[src/rtl/note_match_judge.sv]
// Purpose : learning-mode judge; debounces note keys + octave switches, scores each press
//           against the presented note code, drives is_match and saturating hit/miss counters.
// Latency : key change -> keys_stb after DEB_CYC+1 edges; verdict registered one edge later.
// Backpressure: none; note_strobe is always accepted (abandons the current note without a miss).
// Ports   : clk, rst (sync, active-high), en, note_strobe, note_code[5:0], keys_raw[6:0]
//           (bit6=do..bit0=si), oct_high, oct_low -> is_match, hit_cnt, miss_cnt, wrong (pulse).
// Config  : define STRICT_OCTAVE_EN to also require the octave switches to match the note group.
module note_match_judge #(
  parameter int DEB_CYC     = 2_000_000,
  parameter int TIMEOUT_CYC = 300_000_000,
  parameter int CNT_W       = 8
) (
  input  logic             clk,
  input  logic             rst,
  input  logic             en,
  input  logic             note_strobe,
  input  logic [5:0]       note_code,
  input  logic [6:0]       keys_raw,
  input  logic             oct_high,
  input  logic             oct_low,
  output logic             is_match,
  output logic [CNT_W-1:0] hit_cnt,
  output logic [CNT_W-1:0] miss_cnt,
  output logic             wrong
);

  localparam int DW = (DEB_CYC > 1) ? $clog2(DEB_CYC) : 1;
  localparam int TW = (TIMEOUT_CYC > 1) ? $clog2(TIMEOUT_CYC) : 1;
  localparam logic [DW-1:0] DEB_LAST = DW'(DEB_CYC - 1);
  localparam logic [TW-1:0] TMO_LAST = TW'(TIMEOUT_CYC - 1);

  typedef enum logic [1:0] {S_IDLE, S_WAIT, S_MATCH, S_WRONG} state_e;

  state_e           state_q, state_d;
  logic [5:0]       code_q, code_d;
  logic [8:0]       vec_prev_q, vec_prev_d;
  logic [DW-1:0]    deb_cnt_q, deb_cnt_d;
  logic [8:0]       stb_q, stb_d;          // {keys[6:0], oct_high, oct_low}
  logic [6:0]       stb_prev_q, stb_prev_d;
  logic [TW-1:0]    tmo_q, tmo_d;
  logic [CNT_W-1:0] hit_q, hit_d, miss_q, miss_d;
  logic             wrong_q, wrong_d;
  logic             is_match_q, is_match_d;

  logic [8:0] vec;
  logic       press;
  logic       correct;
  logic       oct_ok;
  logic       hit_inc, miss_inc;
  logic [5:0] code_m1;
  logic [2:0] note_idx;
  logic [5:0] grp;
  logic [6:0] exp_keys;

  assign vec = {keys_raw, oct_high, oct_low};

  // Shared debounce: counter restarts on any change and parks at its last value once stable.
  always_comb begin
    deb_cnt_d  = deb_cnt_q;
    stb_d      = stb_q;
    vec_prev_d = vec;
    stb_prev_d = stb_q[8:2];
    if (vec != vec_prev_q) begin
      deb_cnt_d = '0;
    end else if (deb_cnt_q == DEB_LAST) begin
      stb_d = vec;
    end else begin
      deb_cnt_d = deb_cnt_q + 1'b1;
    end
  end

  // A press is the debounced key field leaving all-zero; octave bits alone never press.
  assign press = (stb_prev_q == 7'd0) && (stb_q[8:2] != 7'd0);

  // Melody code decode: code-1 splits into note (mod 7) and group (div 7).
  assign code_m1  = code_q - 6'd1;
  assign note_idx = 3'(code_m1 % 6'd7);
  assign grp      = code_m1 / 6'd7;
  assign exp_keys = 7'(7'b1000000 >> note_idx);

`ifdef STRICT_OCTAVE_EN
  always_comb begin
    oct_ok = 1'b0;
    if (grp <= 6'd2)      oct_ok = !stb_q[1] && !stb_q[0];
    else if (grp <= 6'd5) oct_ok = !stb_q[1] &&  stb_q[0];
    else                  oct_ok =  stb_q[1] && !stb_q[0];
  end
`else
  // grp only matters for the strict-octave build.
  assign oct_ok = 1'b1 | (|grp);
`endif

  // exp_keys is one-hot, so equality also rejects multi-key presses.
  assign correct = (stb_q[8:2] == exp_keys) && oct_ok;

  always_comb begin
    state_d  = state_q;
    code_d   = code_q;
    tmo_d    = tmo_q;
    hit_inc  = 1'b0;
    miss_inc = 1'b0;
    wrong_d  = 1'b0;
    if (!en) begin
      state_d = S_IDLE;
    end else begin
      case (state_q)
        S_IDLE: ;
        S_WAIT: begin
          if (code_q == 6'd0) begin
            state_d = S_MATCH;
          end else if (press) begin
            if (correct) begin
              hit_inc = 1'b1;
              state_d = S_MATCH;
            end else begin
              miss_inc = 1'b1;
              wrong_d  = 1'b1;
              state_d  = S_WRONG;
            end
          end else if (tmo_q == TMO_LAST) begin
            miss_inc = 1'b1;
            tmo_d    = '0;
          end else begin
            tmo_d = tmo_q + 1'b1;
          end
        end
        S_MATCH: ;
        S_WRONG: begin
          if (stb_q[8:2] == 7'd0) state_d = S_WAIT;
        end
        default: state_d = S_IDLE;
      endcase
      // A strobe in any state starts a fresh note; a press judged this cycle used the old code.
      if (note_strobe) begin
        code_d  = note_code;
        tmo_d   = '0;
        state_d = S_WAIT;
      end
    end
  end

  assign is_match_d = (state_d == S_MATCH);
  assign hit_d  = (hit_inc  && (hit_q  != '1)) ? hit_q  + 1'b1 : hit_q;
  assign miss_d = (miss_inc && (miss_q != '1)) ? miss_q + 1'b1 : miss_q;

  always_ff @(posedge clk) begin
    if (rst) begin
      state_q    <= S_IDLE;
      code_q     <= '0;
      vec_prev_q <= '0;
      deb_cnt_q  <= '0;
      stb_q      <= '0;
      stb_prev_q <= '0;
      tmo_q      <= '0;
      hit_q      <= '0;
      miss_q     <= '0;
      wrong_q    <= 1'b0;
      is_match_q <= 1'b0;
    end else begin
      state_q    <= state_d;
      code_q     <= code_d;
      vec_prev_q <= vec_prev_d;
      deb_cnt_q  <= deb_cnt_d;
      stb_q      <= stb_d;
      stb_prev_q <= stb_prev_d;
      tmo_q      <= tmo_d;
      hit_q      <= hit_d;
      miss_q     <= miss_d;
      wrong_q    <= wrong_d;
      is_match_q <= is_match_d;
    end
  end

  assign is_match = is_match_q;
  assign hit_cnt  = hit_q;
  assign miss_cnt = miss_q;
  assign wrong    = wrong_q;

endmodule

[config.mk]
export PLATFORM = sky130hd
export DESIGN_NAME = note_match_judge
export DESIGN_NICKNAME = d
export VERILOG_FILES = /design/src/rtl/note_match_judge.sv
export SDC_FILE = /design/constraint.sdc
export NUM_CORES = 1
export LEC_CHECK = 0
export BUFFER_PORTS_ARGS = -buffer_cell sky130_fd_sc_hd__buf_2
export CAP_MARGIN = 10
export CORE_UTILIZATION = 63
export CTS_BUF_LIST = sky130_fd_sc_hd__clkbuf_4
export CTS_CLUSTER_SIZE = 14
export DETAILED_ROUTE_END_ITERATION = 10
export PLACE_DENSITY = 0.82
export SYNTH_ARGS = -nofsm -noshare
export SYNTH_HDL_FRONTEND = slang
export SYNTH_SLANG_ARGS = --single-unit
[constraint.sdc]
create_clock -name clk -period 7.7 [get_ports clk]
set_input_delay 0.385 -clock clk [delete_from_list [all_inputs] [get_ports clk]]
set_output_delay 0.385 -clock clk [all_outputs]
set_load 0.005 [all_outputs]
* After elaboration in Yosys (flattened, before gate mapping)
Cells that the tools add are included.
Word-level totals: bits in registers 101, bits of input ports 19, output and inout bits 18, logic and storage cells 69
Cells by class: $add $sub $neg 5, div/mod/pow operators 1, eq/ne operators 11, shift operators 1, muxes and demuxes 23, bitwise operators 4, reductions and logical operators 13
Operator list (count):
- $mux 29 | 5
- $add 29x1->29 const B | 1
- $eq 29x29->1 const B | 1
- $add 21x1->21 const B | 1
- $eq 21x21->1 const B | 1
- $add 8x1->8 const B | 2
- $ne 8x8->1 const B | 2
- $logic_not 7->1 | 2
- $mux 1 | 12
- $mux 2 | 5
- $ne 9x9->1 | 1
- $eq 7x7->1 | 1
- $reduce_bool 7->1 | 1
- $shr 7x3->7 const A | 1
- $logic_not 6->1 | 1
- $mod 6x3->6 const B | 1
- $sub 6x1->6 const B | 1
- $reduce_or 5->1 | 1
- $eq 2x2->1 const B | 2
- $ne 2x2->1 const B | 2
- $not 1->1 | 4
- $pmux 2 s2 | 1
- $reduce_and 2->1 | 2
- $reduce_and 4->1 | 1
- other kinds (4) | 6

* Logic depth before layout (Yosys ltp)
word-level depth 11, mapped depth 30, mapped depth without buffers 27

* Least setup slack after synthesis
OpenSTA, ideal clock, no wires.
kind reg-to-reg, from register code_q[0], to register hit_q[5], in the netlist hit_cnt[5], library setup time 123 ps, arrival 5737 ps, data required time 7577 ps, setup slack 1840 ps, stages on the path, launching flop included 30, buffers on the path 5, clock period less this slack 5860 ps, cells stage by stage dfxtp_1 > buf_6 > inv_1 > ha_1 > buf_2 > nor3b_1 > xnor2_1 > inv_1 > ha_1 > or4_1 > buf_2 > nand3_1 > nand2_1 > o21ai_0 > ha_1 > inv_1 > a31oi_1 > a311oi_4 > xnor2_2 > inv_2 > ha_1 > buf_1 > or2_2 > o221ai_1 > o2111ai_1 > o211a_1 > nor4b_4 > buf_6 > nand4b_1 > mux2_1
On the way: word-level cells in the longest chain between the ends 10, elaborated cells on any way between the ends 11, those cells by class 1 x add/sub; 1 x div; 1 x eq/ne; 1 x shift; 5 x mux; 2 x reduce/logical
Ends and longest elaborated chain:
- from (decl) | RTL line 35 | logic [5:0] code_q, code_d;
- from (signal assigned) | RTL line 161 | code_q <= code_d;
- $sub 6x1->6 | RTL line 76 | assign code_m1 = code_q - 6'd1;
- $mod 6x3->6 | RTL line 77 | assign note_idx = 3'(code_m1 % 6'd7);
- $shr 7x3->7 | RTL line 79 | assign exp_keys = 7'(7'b1000000 >> note_idx);
- $eq 7x7->1 | RTL line 94 | assign correct = (stb_q[8:2] == exp_keys) && oct_ok;
- $mux 1 | RTL line 112 | if (correct) begin
- $mux 1 | RTL line 111 | end else if (press) begin
- $mux 1 * | RTL line 109 | if (code_q == 6'd0) begin
- $mux 1 * | RTL line 106 | case (state_q)
- $mux 1 * | RTL line 103 | if (!en) begin
- $logic_and 1x1->1 * | RTL line 143 | assign hit_d = (hit_inc && (hit_q != '1)) ? hit_q + 1'b1 : hit_q;
- to (signal assigned) | RTL line 167 | hit_q <= hit_d;
- to (decl) | RTL line 41 | logic [CNT_W-1:0] hit_q, hit_d, miss_q, miss_d;
Every way passes the cells marked *; elsewhere a longest branch is shown, timed or not. A chain may end at the register's enable or synchronous reset.

* Final worst setup path
Ends and elaborated chain as after synthesis.

==> flow_summary_export.csv <==
group,metric,value,unit
floorplanning,chipHeight,96.4,microns
sta,grt_setup_unrepaired,"no",
grt,grt_start_max_net_pins,61,
clock_network,clock_tree.root_cell,"sky130_fd_sc_hd__clkbuf_4",
worst_setup_path,cp.buffers_inverters,4,
clock_network,insertion_delay,0.44,ns
place,number_of_instances_in_the_placed_design,795,
yosys,synth_edf_count,0,
power,total_switching_power,0.000414,W
yosys,seq_area_frac_synth,35.3,%
sta,setup_tns,0,ns
worst_setup_path,cp.arrival,7.18,ns
worst_setup_path,critical_path.max_stage_delay,0.68,ns
worst_setup_path,critical_path.slowest_cell,"sky130_fd_sc_hd__or4_1",
sta,timing.hold.ws,0.170,ns
power,pwr-share-seq,44.1,%
min_path,hold_path_class,"primary input to flip-flop",
sta,report.final.slew_viol_count,0,
cells_and_area,area.growth.synth_to_final,6.41,%
yosys,yosys_most_used_dff,"sky130_fd_sc_hd__dfxtp_1",
power,p_per_area,198,nW/um^2
power,worst_ir_drop_vdd,0.0000968,V
routing,drtAntennaViolNets,0,
floorplanning,die_width,96.4,microns
yosys,ys_seq_elements,99,
grt,track_usage,26.2,%
job,maxCapViolCount,0,
cells_and_area,fillerInstances,703,
sta,max_slew_margin,48.1,%
cells_and_area,multiInputGateArea,3440,sq um
grt,number_of_antenna_violations_at_the_first_check_in_global_routing,0,
sta,max_slew.worst_pin.slew,0.779,ns
cells_and_area,drive_above_1_share,12.5,%
clock_network,cts-htree-levels,3,
cells_and_area,final_net_count,727,
sta,finClkSkew,0.0156,ns
routing,finalWirelength,11900,microns
power,power.switching_fraction,34.9,%
clock_network,clkSlewWorstSetupHoldPaths,0.17,ns
sta,setup_slack,0.866,ns
routing,via_per_inst,6.10,
routing,vias,4945,
worst_setup_path,criticalPathCategory,"flip-flop to flip-flop",
power,clock_power_share,24.6,%
clock_network,cts_sinks,99,
grt,global_route_wire_length_before_repair,19300,microns
cells_and_area,finish.cell_count_without_fillers,811,
grt,globalRoute.totalOverflow,0,
yosys,post-synth-top-area-fraction,35.3,%
power,combPwrFrac,31.3,%
yosys,synth_area,5620,sq um
cells_and_area,layout.core_utilization,68.9,%
place,count_of_buffers_inserted_at_the_top_level_ports,36,
routing,detail_route.wl_per_cell,14.7,microns
yosys,mean_syn_cell_area,8.30,sq um
power,internal_power,0.000772,W
yosys,netlist_cell_types,79,
power,leakage,2.23,nW
yosys,netlist_top_cells_area,"sky130_fd_sc_hd__dfxtp_1 35%, sky130_fd_sc_hd__nor2_1 5.4%, sky130_fd_sc_hd__xor2_1 4.5%, sky130_fd_sc_hd__nand3_1 3.6%, sky130_fd_sc_hd__nand2_1 3.5%",
routing,first_pass_iters,5,
worst_setup_path,critical_path_required,8.04,ns
floorplanning,rows,34,
yosys,post-synth-top-area-cell,"sky130_fd_sc_hd__dfxtp_1",
cells_and_area,seqCellArea,1980,sq um
routing,first_iter_violations,267,
worst_setup_path,critical_path.top_delay_family,"simple AND/OR/NAND/NOR gates",
floorplanning,die_area,9300,sq um
worst_setup_path,critPathLaunchType,"flip-flop",
worst_setup_path,crit_path_frequent_cell,"sky130_fd_sc_hd__ha_1",
status,run_status,"finished clean",
yosys,synth_cells,677,
clock_network,cts_tree,"done",
sta,final-setup-viol-count,0,
worst_setup_path,worstPathMaxFanout,16,
sta,final_period_minus_worst_setup_slack,6.83,ns
floorplanning,start_util,64.7,%
clock_network,cts-buffers-inserted,9,
yosys,synth-async-reset-ratio,0,%
sta,fmax,146,MHz
floorplanning,design.portCount,37,
grt,first_global_vias,4321,
yosys,syn_nets,706,
sta,fin_crit_sh,88.8,%
place,place.detailed.hpwl,8750,microns
clock_network,clock_path_buffers,2,
worst_setup_path,cp-end-kind,"flip-flop",
place,gp_routability_congestion,0.850,
cells_and_area,diodes,0,
clock_network,postCtsHoldBufs,0,
place,place_worst_setup_slack,1.02,ns
clock_network,postCtsResizedCells,0,
yosys,ys_warn_count,0,
cells_and_area,mostFrequentLayoutCells,"99 x sky130_fd_sc_hd__dfxtp_1, 81 x sky130_fd_sc_hd__nor2_1, 53 x sky130_fd_sc_hd__nand2_1, 40 x sky130_fd_sc_hd__nand3_1, 36 x sky130_fd_sc_hd__buf_2",
floorplanning,coreArea,8680,sq um
routing,drc,0,
clock_network,cts_setup_buffers,0,
sta,final-hold-violation-count,0,
cells_and_area,layout.cells.most_common,"sky130_fd_sc_hd__dfxtp_1",
==> Yosys cell counts, types with 4 or more instances <==
| library cell | instances |
|---|---|
| sky130_fd_sc_hd__a21boi_0 | 4 |
| sky130_fd_sc_hd__a21oi_1 | 32 |
| sky130_fd_sc_hd__a31oi_1 | 8 |
| sky130_fd_sc_hd__and2_1 | 4 |
| sky130_fd_sc_hd__and3_1 | 14 |
| sky130_fd_sc_hd__buf_2 | 4 |
| sky130_fd_sc_hd__clkbuf_1 | 21 |
| sky130_fd_sc_hd__dfxtp_1 | 99 |
| sky130_fd_sc_hd__ha_1 | 10 |
| sky130_fd_sc_hd__inv_1 | 17 |
| sky130_fd_sc_hd__mux2_1 | 4 |
| sky130_fd_sc_hd__mux2_2 | 6 |
| sky130_fd_sc_hd__mux2i_1 | 5 |
| sky130_fd_sc_hd__nand2_1 | 53 |
| sky130_fd_sc_hd__nand2b_1 | 10 |
| sky130_fd_sc_hd__nand3_1 | 40 |
| sky130_fd_sc_hd__nand4_1 | 14 |
| sky130_fd_sc_hd__nand4b_1 | 8 |
| sky130_fd_sc_hd__nor2_1 | 81 |
| sky130_fd_sc_hd__nor2b_1 | 25 |
| sky130_fd_sc_hd__nor3_1 | 18 |
| sky130_fd_sc_hd__nor3b_1 | 6 |
| sky130_fd_sc_hd__nor4_1 | 7 |
| sky130_fd_sc_hd__nor4b_1 | 4 |
| sky130_fd_sc_hd__o21ai_0 | 26 |
| sky130_fd_sc_hd__o22a_1 | 7 |
| sky130_fd_sc_hd__o22ai_1 | 7 |
| sky130_fd_sc_hd__or2_2 | 4 |
| sky130_fd_sc_hd__or3_1 | 18 |
| sky130_fd_sc_hd__or4_1 | 4 |
| sky130_fd_sc_hd__xnor2_1 | 19 |
| sky130_fd_sc_hd__xor2_1 | 29 |
==> kinds of logic after synthesis <==
logic type      Yosys count  share of synthesized area, %
compound gates          135                          17.7
xor+xnor                 50                          8.06
fa+ha+maj                10                          2.23
buf+inv                  47                          3.56
flops                    99                          35.3
mux                      16                          3.16
simple gates            320                          30.0
==> sequential cells by signal, summed over array words and instances (netlist names), 2 cells and up <==
signal and flops:
tmo_q 29, deb_cnt_q 21, vec_prev_q 9, hit_cnt 8, miss_cnt 8, stb_prev_q 7
stb_q 7, code_q 6, state_q 2
==> metal layers <==
| metal | global-route usage (%) | vias to the layer above | routed length (microns) |
|---|---|---|---|
| met5 | 0 | - | 0 |
| met4 | 7.35 | 0 | 163 |
| met3 | 4.77 | 15 | 452 |
| met2 | 44.8 | 116 | 5900 |
| met1 | 33.7 | 2337 | 5440 |
| li1 | - | 2477 | - |
==> cell type report <==
| cell class | count | area share, % |
|---|---|---|
| tap | 108 | 2.26 |
| inverter | 18 | 1.13 |
| sequential | 99 | 33.1 |
| timing repair buffer | 39 | 3.39 |
| clock buffer | 9 | 1.13 |
| clock inverter | 7 | 1.46 |
| multi-input combinational | 531 | 57.5 |
==> metrics by stage <==
step	cell area, sq um	power (W)
final	5980	0.00119
after global routing	5980	0.00126
after CTS	5980	0.00119
after detailed placement	5820	0.000900
after global placement	5820	0.000891
after floorplan	5620	0.000837
==> final timing paths <==
path	slack, ns	to	from	cells past startpoint
min reg2reg	0.51	tmo_q[10]$_SDFFE_PP0P_	tmo_q[10]$_SDFFE_PP0P_	2
min	0.17	code_q[3]$_SDFFE_PP0P_	note_code[3]	3
max	0.87	hit_cnt[5]$_SDFFE_PP0P_	code_q[0]$_SDFFE_PP0P_	25
max reg2reg	0.87	hit_cnt[5]$_SDFFE_PP0P_	code_q[0]$_SDFFE_PP0P_	25
==> power groups by stage <==
stage	clock (W)	sequential, W	combinational, W
after detailed placement	0	0.000534	0.000366
after global placement	0	0.000534	0.000358
after global routing	0.000324	0.000525	0.000407
after floorplan	0	0.000531	0.000307
after CTS	0.000301	0.000523	0.000368
final	0.000291	0.000523	0.000372
==> worst min-delay path, cell delays in order <==
cell and delay [ns]:
sky130_fd_sc_hd__buf_2 0.09, sky130_fd_sc_hd__nand3_1 0.05, sky130_fd_sc_hd__a21oi_1 0.05
(Power assumes the default switching activity.)
